$ cat src/rtl/pipeline_exec_ctrl.sv
// pipeline_exec_ctrl
//   Run controller for the 5-stage pipeline. It produces the single shared
//   enable for the IF/ID, ID/EX, EX/MEM and MEM/WB latches.
//
//   The pipeline runs in one of two modes:
//     - Continuous: it stops when the halt flag leaves MEM/WB, or when the
//       cycle budget is used up.
//     - Single-step: each rising edge of the step request advances the
//       pipeline by exactly one cycle.
//
//   A saturating counter records every enabled cycle.
//
// Parameters
//   NB_CNT      width of the enabled-cycle counter
//   MAX_CYCLES  cycle budget in RUN. The run halts with o_timeout set instead
//               of letting the counter reach this value.
//
// Ports
//   i_clock            clock, all state changes on the rising edge
//   i_reset            synchronous reset, active low, highest priority
//   i_start            leave IDLE (only looked at in IDLE)
//   i_step_mode        1 = single-step, 0 = continuous (sampled with i_start)
//   i_step_req         step request, each rising edge is one advance
//   i_clear            abort / acknowledge, back to IDLE with counter cleared
//   i_halt             halt flag coming out of MEM/WB
//   o_pipeline_enable  registered enable to all pipeline latches
//   o_state            0 IDLE, 1 RUN, 2 STEP, 3 HALTED
//   o_halted           1 while in HALTED
//   o_timeout          1 in HALTED when the budget ran out
//   o_step_done        one-cycle pulse after each step enable pulse
//   o_cycle_count      enabled cycles since the last clear, saturating
module pipeline_exec_ctrl #(
  parameter int                 NB_CNT     = 32,
  parameter logic [NB_CNT-1:0]  MAX_CYCLES = NB_CNT'(32'hFFFF)
) (
  input  logic              i_clock,
  input  logic              i_reset,
  input  logic              i_start,
  input  logic              i_step_mode,
  input  logic              i_step_req,
  input  logic              i_clear,
  input  logic              i_halt,
  output logic              o_pipeline_enable,
  output logic [1:0]        o_state,
  output logic              o_halted,
  output logic              o_timeout,
  output logic              o_step_done,
  output logic [NB_CNT-1:0] o_cycle_count
);

  typedef enum logic [1:0] {
    IDLE   = 2'd0,
    RUN    = 2'd1,
    STEP   = 2'd2,
    HALTED = 2'd3
  } state_t;

  localparam logic [NB_CNT-1:0] CNT_ONE     = {{(NB_CNT-1){1'b0}}, 1'b1};
  // The run is stopped one enabled cycle early, so the counter never
  // reaches the budget itself.
  localparam logic [NB_CNT-1:0] BUDGET_LAST = MAX_CYCLES - CNT_ONE;

  state_t            state_q, state_d;
  logic              enable_q, enable_d;
  logic              timeout_q, timeout_d;
  logic              step_done_q, step_done_d;
  logic              step_req_q;
  logic [NB_CNT-1:0] count_q, count_d, count_inc;
  logic              step_rise;
  logic              budget_hit;

  // Saturating increment of the counter.
  // budget_hit fires on the edge where granting one more enabled cycle would
  // make the counter reach MAX_CYCLES.
  always_comb begin
    count_inc  = (count_q == '1) ? count_q : count_q + CNT_ONE;
    budget_hit = enable_q && (count_inc >= BUDGET_LAST);
    step_rise  = i_step_req && !step_req_q;
  end

  // State and output registers.
  // The previous step request is tracked in every state, so a request that
  // is already high when STEP is entered does not count as a rise.
  always_ff @(posedge i_clock) begin
    if (!i_reset) begin
      state_q     <= IDLE;
      enable_q    <= 1'b0;
      timeout_q   <= 1'b0;
      step_done_q <= 1'b0;
      step_req_q  <= 1'b0;
      count_q     <= '0;
    end else begin
      state_q     <= state_d;
      enable_q    <= enable_d;
      timeout_q   <= timeout_d;
      step_done_q <= step_done_d;
      step_req_q  <= i_step_req;
      count_q     <= count_d;
    end
  end

  // Next-state logic.
  // Clear overrides everything except reset. In RUN the halt flag and the
  // budget both lead to HALTED. In STEP only a halt seen during the enable
  // pulse counts, because a frozen pipeline presents a stale flag.
  always_comb begin
    state_d = state_q;
    case (state_q)
      IDLE:    if (i_start) state_d = i_step_mode ? STEP : RUN;
      RUN:     if (i_halt || budget_hit) state_d = HALTED;
      STEP:    if (enable_q && i_halt) state_d = HALTED;
      HALTED:  state_d = HALTED;
      default: state_d = IDLE;
    endcase
    if (i_clear) state_d = IDLE;
  end

  // Next values of the registered outputs.
  // - A halt takes priority over a timeout on the same edge, so o_timeout
  //   stays 0 in that case.
  // - A step pulse is only granted while the enable is low.
  // - o_step_done simply follows the step enable one cycle later.
  always_comb begin
    enable_d    = 1'b0;
    timeout_d   = timeout_q;
    step_done_d = 1'b0;
    count_d     = enable_q ? count_inc : count_q;
    case (state_q)
      IDLE: enable_d = i_start && !i_step_mode;
      RUN: begin
        if (i_halt) begin
          timeout_d = 1'b0;
        end else if (budget_hit) begin
          timeout_d = 1'b1;
        end else begin
          enable_d = 1'b1;
        end
      end
      STEP: begin
        enable_d    = !enable_q && step_rise;
        step_done_d = enable_q;
      end
      default: enable_d = 1'b0;
    endcase
    if (i_clear) begin
      enable_d    = 1'b0;
      timeout_d   = 1'b0;
      step_done_d = 1'b0;
      count_d     = '0;
    end
  end

  assign o_pipeline_enable = enable_q;
  assign o_state           = state_q;
  assign o_halted          = (state_q == HALTED);
  assign o_timeout         = timeout_q;
  assign o_step_done       = step_done_q;
  assign o_cycle_count     = count_q;

endmodule
$ cat config.mk
export PLATFORM = sky130hd
export DESIGN_NAME = pipeline_exec_ctrl
export DESIGN_NICKNAME = d
export VERILOG_FILES = /design/src/rtl/pipeline_exec_ctrl.sv
export SDC_FILE = /design/constraint.sdc
export NUM_CORES = 1
export LEC_CHECK = 0
export ABC_AREA = 1
export BUFFER_PORTS_ARGS = -buffer_cell sky130_fd_sc_hd__buf_4
export CAP_MARGIN = 20
export CORE_ASPECT_RATIO = 0.9
export CORE_MARGIN = 4
export CORE_UTILIZATION = 53
export DETAILED_ROUTE_END_ITERATION = 7
export GPL_TIMING_DRIVEN = 0
export PLACE_DENSITY = 0.76
export SLEW_MARGIN = 30
export SYNTH_ARGS = -nofsm -noshare
export SYNTH_HDL_FRONTEND = slang
export SYNTH_SLANG_ARGS = --single-unit
export TNS_END_PERCENT = 30
$ cat constraint.sdc
create_clock -name i_clock -period 3.6 [get_ports i_clock]
set_input_delay 0.54 -clock i_clock [delete_from_list [all_inputs] [get_ports i_clock]]
set_output_delay 0.54 -clock i_clock [all_outputs]
set_load 0.02 [all_outputs]
# Word level (Yosys, flattened, before mapping)
# Index checks and enable logic that the tools add are counted.
# word_totals
reg_bits	38
latch_bits	0
ramBits	0
mem_bits_ro	0
inputBits	7
output_inout_bits	38
elab_cells	43
mem_count	0
# op_classes
addsub	1
multipliers	0
n_div	0
magnitude_cmp	1
eq_ne	7
shift	0
n_mux	11
bitwise	2
n_reduce_logical	15
# ops
operator	n
32-bit by 1-bit adder with 32-bit output, second input constant	1
32-bit equality test, second input constant	1
32-bit by 16-bit greater-or-equal comparator with 1-bit output, second input constant	1
32-bit 2-to-1 mux	1
2-bit 2-to-1 mux	4
2-bit case mux with 4 select lines	1
2-bit inequality test, second input constant	3
1-bit logical AND	5
2-bit equality test, second input constant	2
1-bit 2-to-1 mux	4
1-bit zero test	3
1-bit case mux with 3 select lines	1
3-bit AND reduction	1
3-bit OR reduction	1
2-bit by 1-bit equality test with 1-bit output, second input constant	1
2-bit zero test	1
1-bit inverter	2
2-bit AND reduction	1
2-bit nonzero test	1
2-bit OR reduction	1
1-bit logical OR	1

# Depth between registers and ports, before layout
# Gate-level depths: netlist (run 1).
# logic_depth
depth_word	7
mapped_depth	16
mapped_depth_nobuf	16

# Worst setup path after synthesis (run 1)
# No wires, ideal clock.
# synth_path
kind	reg-to-reg
start	register count_q[0] (netlist: o_cycle_count[0])
end	register state_q[1] (netlist: o_state[1])
setup_ns	0.066
t_arrival_ns	2.134
t_required_ns	3.534
path_slack_ns	1.400
path_stages_with_launch	17
n_path_buf	1
synth_period_minus_slack_ns	2.200
path_cell_list	dfxtp_1 > ha_1 > inv_2 > nor2_4 > nand2_4 > nor2_8 > nand2_4 > buf_6 > nand2_1 > nand3_1 > nor2_1 > nand3_1 > nand3_1 > nand2_1 > nand2_1 > nand2_1 > a21oi_2
# synth_between
elab_chain_len	7
elab_cells_between_ends	8
cone_classes	add/sub (1); order compare (1); eq/ne (2); mux (1); reduce/logical (3)
# synth_lines
element	line	rtl
start, declared	68	logic [NB_CNT-1:0] count_q, count_d, count_inc;
start signal, assigned	98	count_q <= count_d;
32-bit by 1-bit adder with 32-bit output / 32-bit equality test (equally long branches)	76	count_inc = (count_q == '1) ? count_q : count_q + CNT_ONE;
32-bit 2-to-1 mux (*)	76	
32-bit by 16-bit greater-or-equal comparator with 1-bit output (*)	77	budget_hit = enable_q && (count_inc >= BUDGET_LAST);
1-bit logical AND (*)	77	
1-bit logical OR (*)	110	RUN: if (i_halt || budget_hit) state_d = HALTED;
2-bit inequality test (no source line) (*)	--	
3-bit AND reduction (no source line) (*)	--	
end signal, assigned	93	state_q <= state_d;
end, declared	63	state_t state_q, state_d;
# Mark *: on every way between the ends. The rest lies on a longest branch, timed or not.
# A chain may end at the register's enable or synchronous reset.

# Final worst setup path (run 1)
# Ends and elaborated chain as after synthesis.

==> qor.txt, run 1 <==
Post-synthesis register bit count: 38
Drt pass-1 iters: 6
Cts bufs inserted: 5
Worst Hold Class: primary input to flip-flop
Avg WL per Cell: 15.0 um
Setup bufs post-CTS: 0
Area share of fa/ha/maj cells after synthesis: 0.466%
Htree depth: 2
Synthesized area: 0.00269 sq mm
Simple-gate portion of the synthesized area: 45.0%
Synth Net Count: 479
Standard-cell row count: 24
Share of layout cells above drive strength 1: 12.8%
CP Class: flip-flop to flip-flop
Worst Setup End Kind: flip-flop
Kind of cell adding the most delay to the critical path: simple AND/OR/NAND/NOR gates
1st-iter DRT viols: 309
Core area: 0.00486 sq mm
First-pass GRT wire length: 14200 um
Worst Skew: 0.00653 ns
Die Height: 75.5 um
Post-Synth XOR/XNOR Area: 0.978%
Synth unique cells: 29
Critical path, cell by cell: ha_1 -> inv_2 -> nor2_4 -> nand2_1 -> nor2_1 -> nand2_1 -> nand2_1 -> nand3_1 -> nor2_1 -> nand2_1 -> nor2_1 -> nand3_1 -> nand2_1 -> nand2_1 -> nand2_1 -> a21oi_2
Pin count of the biggest net entering global routing: 13
Most frequent cells in the layout: nand2_1 (140), nor2_1 (89), inv_1 (65), buf_4 (44), dfxtp_1 (38)
DRC viols: 0
Via count: 3255
Worst path max stage delay: 0.47 ns
Yosys top cell by area: dfxtp_1
Met3 GRT Util: 6.38%
Dpl cells: 580
P&R area growth vs syn: 18.9%
CP bufs+invs: 1
Io pins: 45
Hold Fails Final Rpt: 0
P_leak: 1.49 nW
Synth Instances: 471
Placed Area: 0.00310 sq mm
Post-synthesis sequential area ratio: 28.3%
Met1 usage: 36.4%
Max Cap Viol: 0
Sum Neg Setup Slack: 0 ns
Slowest CP cell: dfxtp_1
Grt peak-use layer: met2
Worst-path clk slew: 0.08 ns
Pwr/cell area: 265 mW/mm^2
Non-filler instance count after layout: 588
Most numerous cell on the critical path: nand2_1
Max-slew headroom: 59.2%
Slew @ Worst Pin: 0.612 ns
Synth top area cells: dfxtp_1 (28%), nand2_1 (20%), nor2_1 (12%), inv_1 (9.1%), nand3_1 (6.9%)
Max VDD drop: 0.263 mV
Minimum clock period: 2.63 ns
Fillers: 480
GR Util All Layers: 28.9%
Final period util: 73.0%
RD Place Congestion: 0.967
Commonest non-fill, non-tap cell in the layout: nand2_1
Mux cell area share after synthesis: 0%
Pins Over Slew Limit: 0
Initial Utilization: 55.2%
Worst-skew pair later-pin latency: 0.29 ns
Clock sinks: 38
Syn_area_per_cell: 5.70 sq um
Post-route ant nets: 0
IO Port Bufs: 44
Met2 usage: 48.7%
Vias in the first global route: 2913
Root buffer cell: clkbuf_8
CTS tree: yes
Yosys warns: 0
Congestion Overflow GR: 0
N_diodes: 0
Clock Tree Buf Depth: 2
Yosys top cell area share: 28.3%
FMAX: 380 MHz
Final net count: 530
Critical Path AT: 2.82 ns
PostCTS Resize Cnt: 0
Final HPWL DP: 6830 um
Startpoint types: flip-flop
WL final: 8800 um
Die area: 0.00627 sq mm
Initial antenna violation count: 0
CP max FO: 7
Die X: 83.0 um
Main combinational cell family by area after synthesis: simple AND/OR/NAND/NOR gates
Vias per cell: 5.54
RSZ-0062 raised after global routing: false
Status: complete, no violations
Worst EP required: 3.79 ns
Post-route cell area: 0.00319 sq mm
# hold bufs at CTS: 0
Final setup fails: 0
Compound-cell area share of the yosys netlist: 13.2%
==> layer usage <==
layer	vias to the layer above	routed length [um]	part of all wire [%]
met5	-	0	0
met4	0	226	2.6
met3	27	955	11
met2	197	4010	46
met1	1447	3600	41
li1	1584	-	-
==> stage by stage <==
stage / worst slack, ns / hold slack [ns] / utilization [%] / total power [mW]
6_report: 0.970 / 0.423 / 65.6 / 0.847
5_1_grt: 0.762 / 0.431 / 65.6 / 0.882
4_1_cts: 0.994 / 0.423 / 65.6 / 0.848
3_5_place_dp: 1.01 / 0.445 / 63.7 / 0.538
3_3_place_gp: 1.06 / 0.441 / 63.7 / 0.537
2_1_floorplan: 1.40 / 0.525 / - / 0.502
==> cells in the mapped netlist, drive strengths merged <==
cell type,n
nand2,146
nor2,92
inv,67
dfxtp,38
nand3,37
o21ai,31
a21oi,17
a211oi,7
clkbuf,7
nand3b,6
o211ai,6
buf,5
nand4,2
nor3,2
xor2,2
a31oi,1
clkinv,1
ha,1
nor4,1
o21bai,1
xnor2,1
==> path summary, 6_finish.rpt <==
| kind | end | slack, ns | cells past startpoint | startpoint |
|---|---|---|---|---|
| worst min register to register | o_timeout | 0.45 | 2 | o_timeout |
| worst max-delay path | o_state[1] | 0.97 | 16 | o_cycle_count[0] |
| worst min-delay path | o_state[0] | 0.42 | 2 | i_step_mode |
| worst max register to register | o_state[1] | 0.97 | 16 | o_cycle_count[0] |
==> power by group <==
part           switching, mW  internal, mW
Sequential            0.0124         0.428
Combinational         0.0577        0.0316
Clock                  0.163         0.154
Total                  0.233         0.614
==> cells by family after synthesis <==
family / Yosys count
flops: 38
xor+xnor: 3
simple gates: 286
fa+ha+maj: 1
buf+inv: 80
compound gates: 63
==> state kept, by name, indices dropped and copies added, names as in the netlist <==
| signal | flops |
|---|---|
| o_cycle_count | 32 |
| o_pipeline_enable | 1 |
| o_state | 2 |
| o_step_done | 1 |
| o_timeout | 1 |
| step_req_q | 1 |
==> layout make-up <==
class | count | area [sq um] | share of cell area (%)
Multi-Input combinational cell | 353 | 1600 | 50.2
Sequential cell | 38 | 761 | 23.8
Timing Repair Buffer | 44 | 330 | 10.3
Inverter | 68 | 255 | 7.99
Clock buffer | 6 | 82.6 | 2.59
Tap cell | 65 | 81.3 | 2.55
Buffer | 12 | 67.6 | 2.12
Clock inverter | 2 | 12.5 | 0.392
==> worst register-to-register path: stages (launching register included) <==
cell	delay, ns
dfxtp_1	0.47
ha_1	0.38
inv_2	0.10
nor2_4	0.19
nand2_1	0.14
nor2_1	0.28
nand2_1	0.10
nand2_1	0.06
nand3_1	0.08
nor2_1	0.11
nand2_1	0.06
nor2_1	0.14
nand3_1	0.13
nand2_1	0.09
nand2_1	0.07
nand2_1	0.08
a21oi_2	0.05
Power figures use the tool's default switching activity.
==> run 2, diff against run 1 <==
==> constraint.sdc (replaced) <==
create_clock -name i_clock -period 2.7 [get_ports i_clock]
set_input_delay 0.405 -clock i_clock [delete_from_list [all_inputs] [get_ports i_clock]]
set_output_delay 0.405 -clock i_clock [all_outputs]
set_load 0.02 [all_outputs]
==> run 2 against run 1 <==
Effect of this change: cell count unchanged; clock power is 33% higher; utilization rose by 0.10 points; count of clock-buffer cells in the layout is the same; combinational power is 33% higher; global-route usage unchanged; total power is 33% higher; die area did not move; largest cell class unchanged; highest routed layer unchanged.
==> qor.txt, run 2 (synthesized netlist as in run 1, its figures left out) <==
Status: complete, no violations
CP startpoint: o_cycle_count[0]
Worst-skew pair later-pin latency: 0.29 ns (about the same)
Max VDD drop: 0.351 mV (+33%)
Startpoint types: flip-flop
Worst EP required: 2.93 ns (-0.86 ns)
Root buffer cell: clkbuf_8
Clock Tree Buf Depth: 2 (unchanged)
Hold Fails Final Rpt: 0 (unchanged)
Pins Over Slew Limit: 0 (unchanged)
Pre-CTS setup slack: 0.110 ns (-0.900 ns)
Final worst setup slack: 0.155 ns (-0.816 ns)
Worst Skew: 0.00727 ns (+0.000742 ns)
Io pins: 45 (unchanged)
Standard-cell row count: 24 (unchanged)
Reg2Reg Capture Point: o_state[1]
Die X: 83.0 um (unchanged)
FMAX: 393 MHz (+3.3%)
DRC viols: 0 (unchanged)
HP Start: i_step_mode
Max Cap Viol: 0 (unchanged)
Core area: 0.00486 sq mm (unchanged)
CP max FO: 10 (+3)
Via count: 3248 (-0.22%)
Worst setup path endpoint: o_state[1]
Htree depth: 2 (unchanged)
N_diodes: 0 (unchanged)
Initial Utilization: 55.2% (unchanged)
R2r setup slk: 0.15 ns (-0.82 ns)
IO Port Bufs: 44 (unchanged)
Die area: 0.00627 sq mm (unchanged)
Worst Hold Class: primary input to flip-flop
Final total power: 1.13 mW (+33%)
Max reg flops: 32 (unchanged)
1st-iter DRT viols: 336 (+8.7%)
GR Util All Layers: 28.9% (unchanged)
Max-slew headroom: 59.6% (+0.37 points)
Reg2Reg Depth: 16 (unchanged)
Commonest non-fill, non-tap cell in the layout: nand2_1
Cts bufs inserted: 5 (unchanged)
CTS tree: yes
Post-route ant nets: 0 (unchanged)
Final setup fails: 0 (unchanged)
Critical Path AT: 2.78 ns (-0.04 ns)
Congestion Overflow GR: 0 (unchanged)
Clock sinks: 38 (unchanged)
First-pass GRT wire length: 14200 um (unchanged)
Pin count of the biggest net entering global routing: 13 (unchanged)
WL final: 8830 um (+0.36%)
Post-route cell area: 0.00320 sq mm (+0.16%)
Pwr/cell area: 353 mW/mm^2 (+33%)
Avg WL per Cell: 15.0 um (+0.36%)
Worst Hold Depth: 2 (unchanged)
Worst-path clk slew: 0.08 ns (about the same)
Vias per cell: 5.52 (-0.22%)
RD Place Congestion: 0.967 (unchanged)
Slew @ Worst Pin: 0.606 ns (-0.00553 ns)
Most frequent cells in the layout: nand2_1 (140), nor2_1 (88), inv_1 (65), buf_4 (44), dfxtp_1 (38)
Share of layout cells above drive strength 1: 13.2% (+0.38 points)
P&R area growth vs syn: 19.0%
RR Startpoint: o_cycle_count[0]
Final HPWL DP: 6830 um (unchanged)
P_leak: 1.49 nW (-0.21%)
Die Height: 75.5 um (unchanged)
Drt pass-1 iters: 7 (+1)
Minimum clock period: 2.55 ns (-0.0843 ns)
Placed Area: 0.00310 sq mm (unchanged)
Worst Setup End Kind: flip-flop
Initial antenna violation count: 0 (unchanged)
Vias in the first global route: 2913 (unchanged)
Final net count: 530 (unchanged)
Final period util: 94.3% (+21 points)
CP Class: flip-flop to flip-flop
[run 2: cell type report]
| class | instances | area [sq um] |
|---|---|---|
| Fill cell | 483 | 1670 |
| Multi-Input combinational cell | 353 | 1610 |
| Sequential cell | 38 | 761 |
| Buffer | 12 | 67.6 |
| Clock buffer | 6 | 82.6 |
| Clock inverter | 2 | 12.5 |
| Timing Repair Buffer | 44 | 330 |
| Tap cell | 65 | 81.3 |
| Inverter | 68 | 255 |
[run 2: through the flow]
step                utilization [%]  std cells  hold WS (ns)  TNS [ns]
floorplan                         -        471         0.498         0
global placement               63.7        580         0.441         0
detailed placement             63.7        580         0.445         0
CTS                            65.6        588         0.288         0
global route                   65.7        588         0.296  -0.00277
finish                         65.7        588         0.288         0
[run 2: worst min path at each step]
stage,slack [ns],end
3_5_place_dp,0.45,o_timeout
5_1_grt,0.30,o_state[0]
4_1_cts,0.29,o_state[0]
6_report,0.29,o_state[0]
2_1_floorplan,0.50,o_state[0]
3_3_place_gp,0.44,o_timeout
[run 2: report_power, final]
part / total (mW) / internal [mW] / switching, mW
combinational: 0.119 / 0.0421 / 0.0771
sequential: 0.588 / 0.571 / 0.0167
clock: 0.421 / 0.206 / 0.215
total: 1.13 / 0.819 / 0.309
[run 2: timing repair]
action | in CTS | in global routing
hold buffers | 0 | 0
endpoints found under the setup margin | 0 | 3
buffers inserted | 0 | 0
resized for setup | 0 | 2
[run 2: layer usage]
| layer | vias to the layer above | track usage, % | part of all wire, % |
|---|---|---|---|
| met3 | 24 | 6.38 | 10 |
| met2 | 189 | 48.7 | 45 |
| met1 | 1449 | 36.4 | 41 |
| li1 | 1586 | - | - |
| met5 | - | 0 | 0 |
| met4 | 0 | 12.7 | 2.8 |
[run 2: worst max-delay path, cell delays in order (launching register included)]
cell     delay (ns)
dfxtp_1        0.47
ha_2           0.32
inv_2          0.08
nor2_4         0.18
nand2_4        0.13
nor2_8         0.17
nand2_4        0.10
buf_6          0.17
nand2_1        0.12
nand2_1        0.06
nor2_1         0.12
nand3_1        0.10
nand3_1        0.13
nand2_1        0.07
nand2_1        0.09
nand2_1        0.07
a21oi_2        0.10
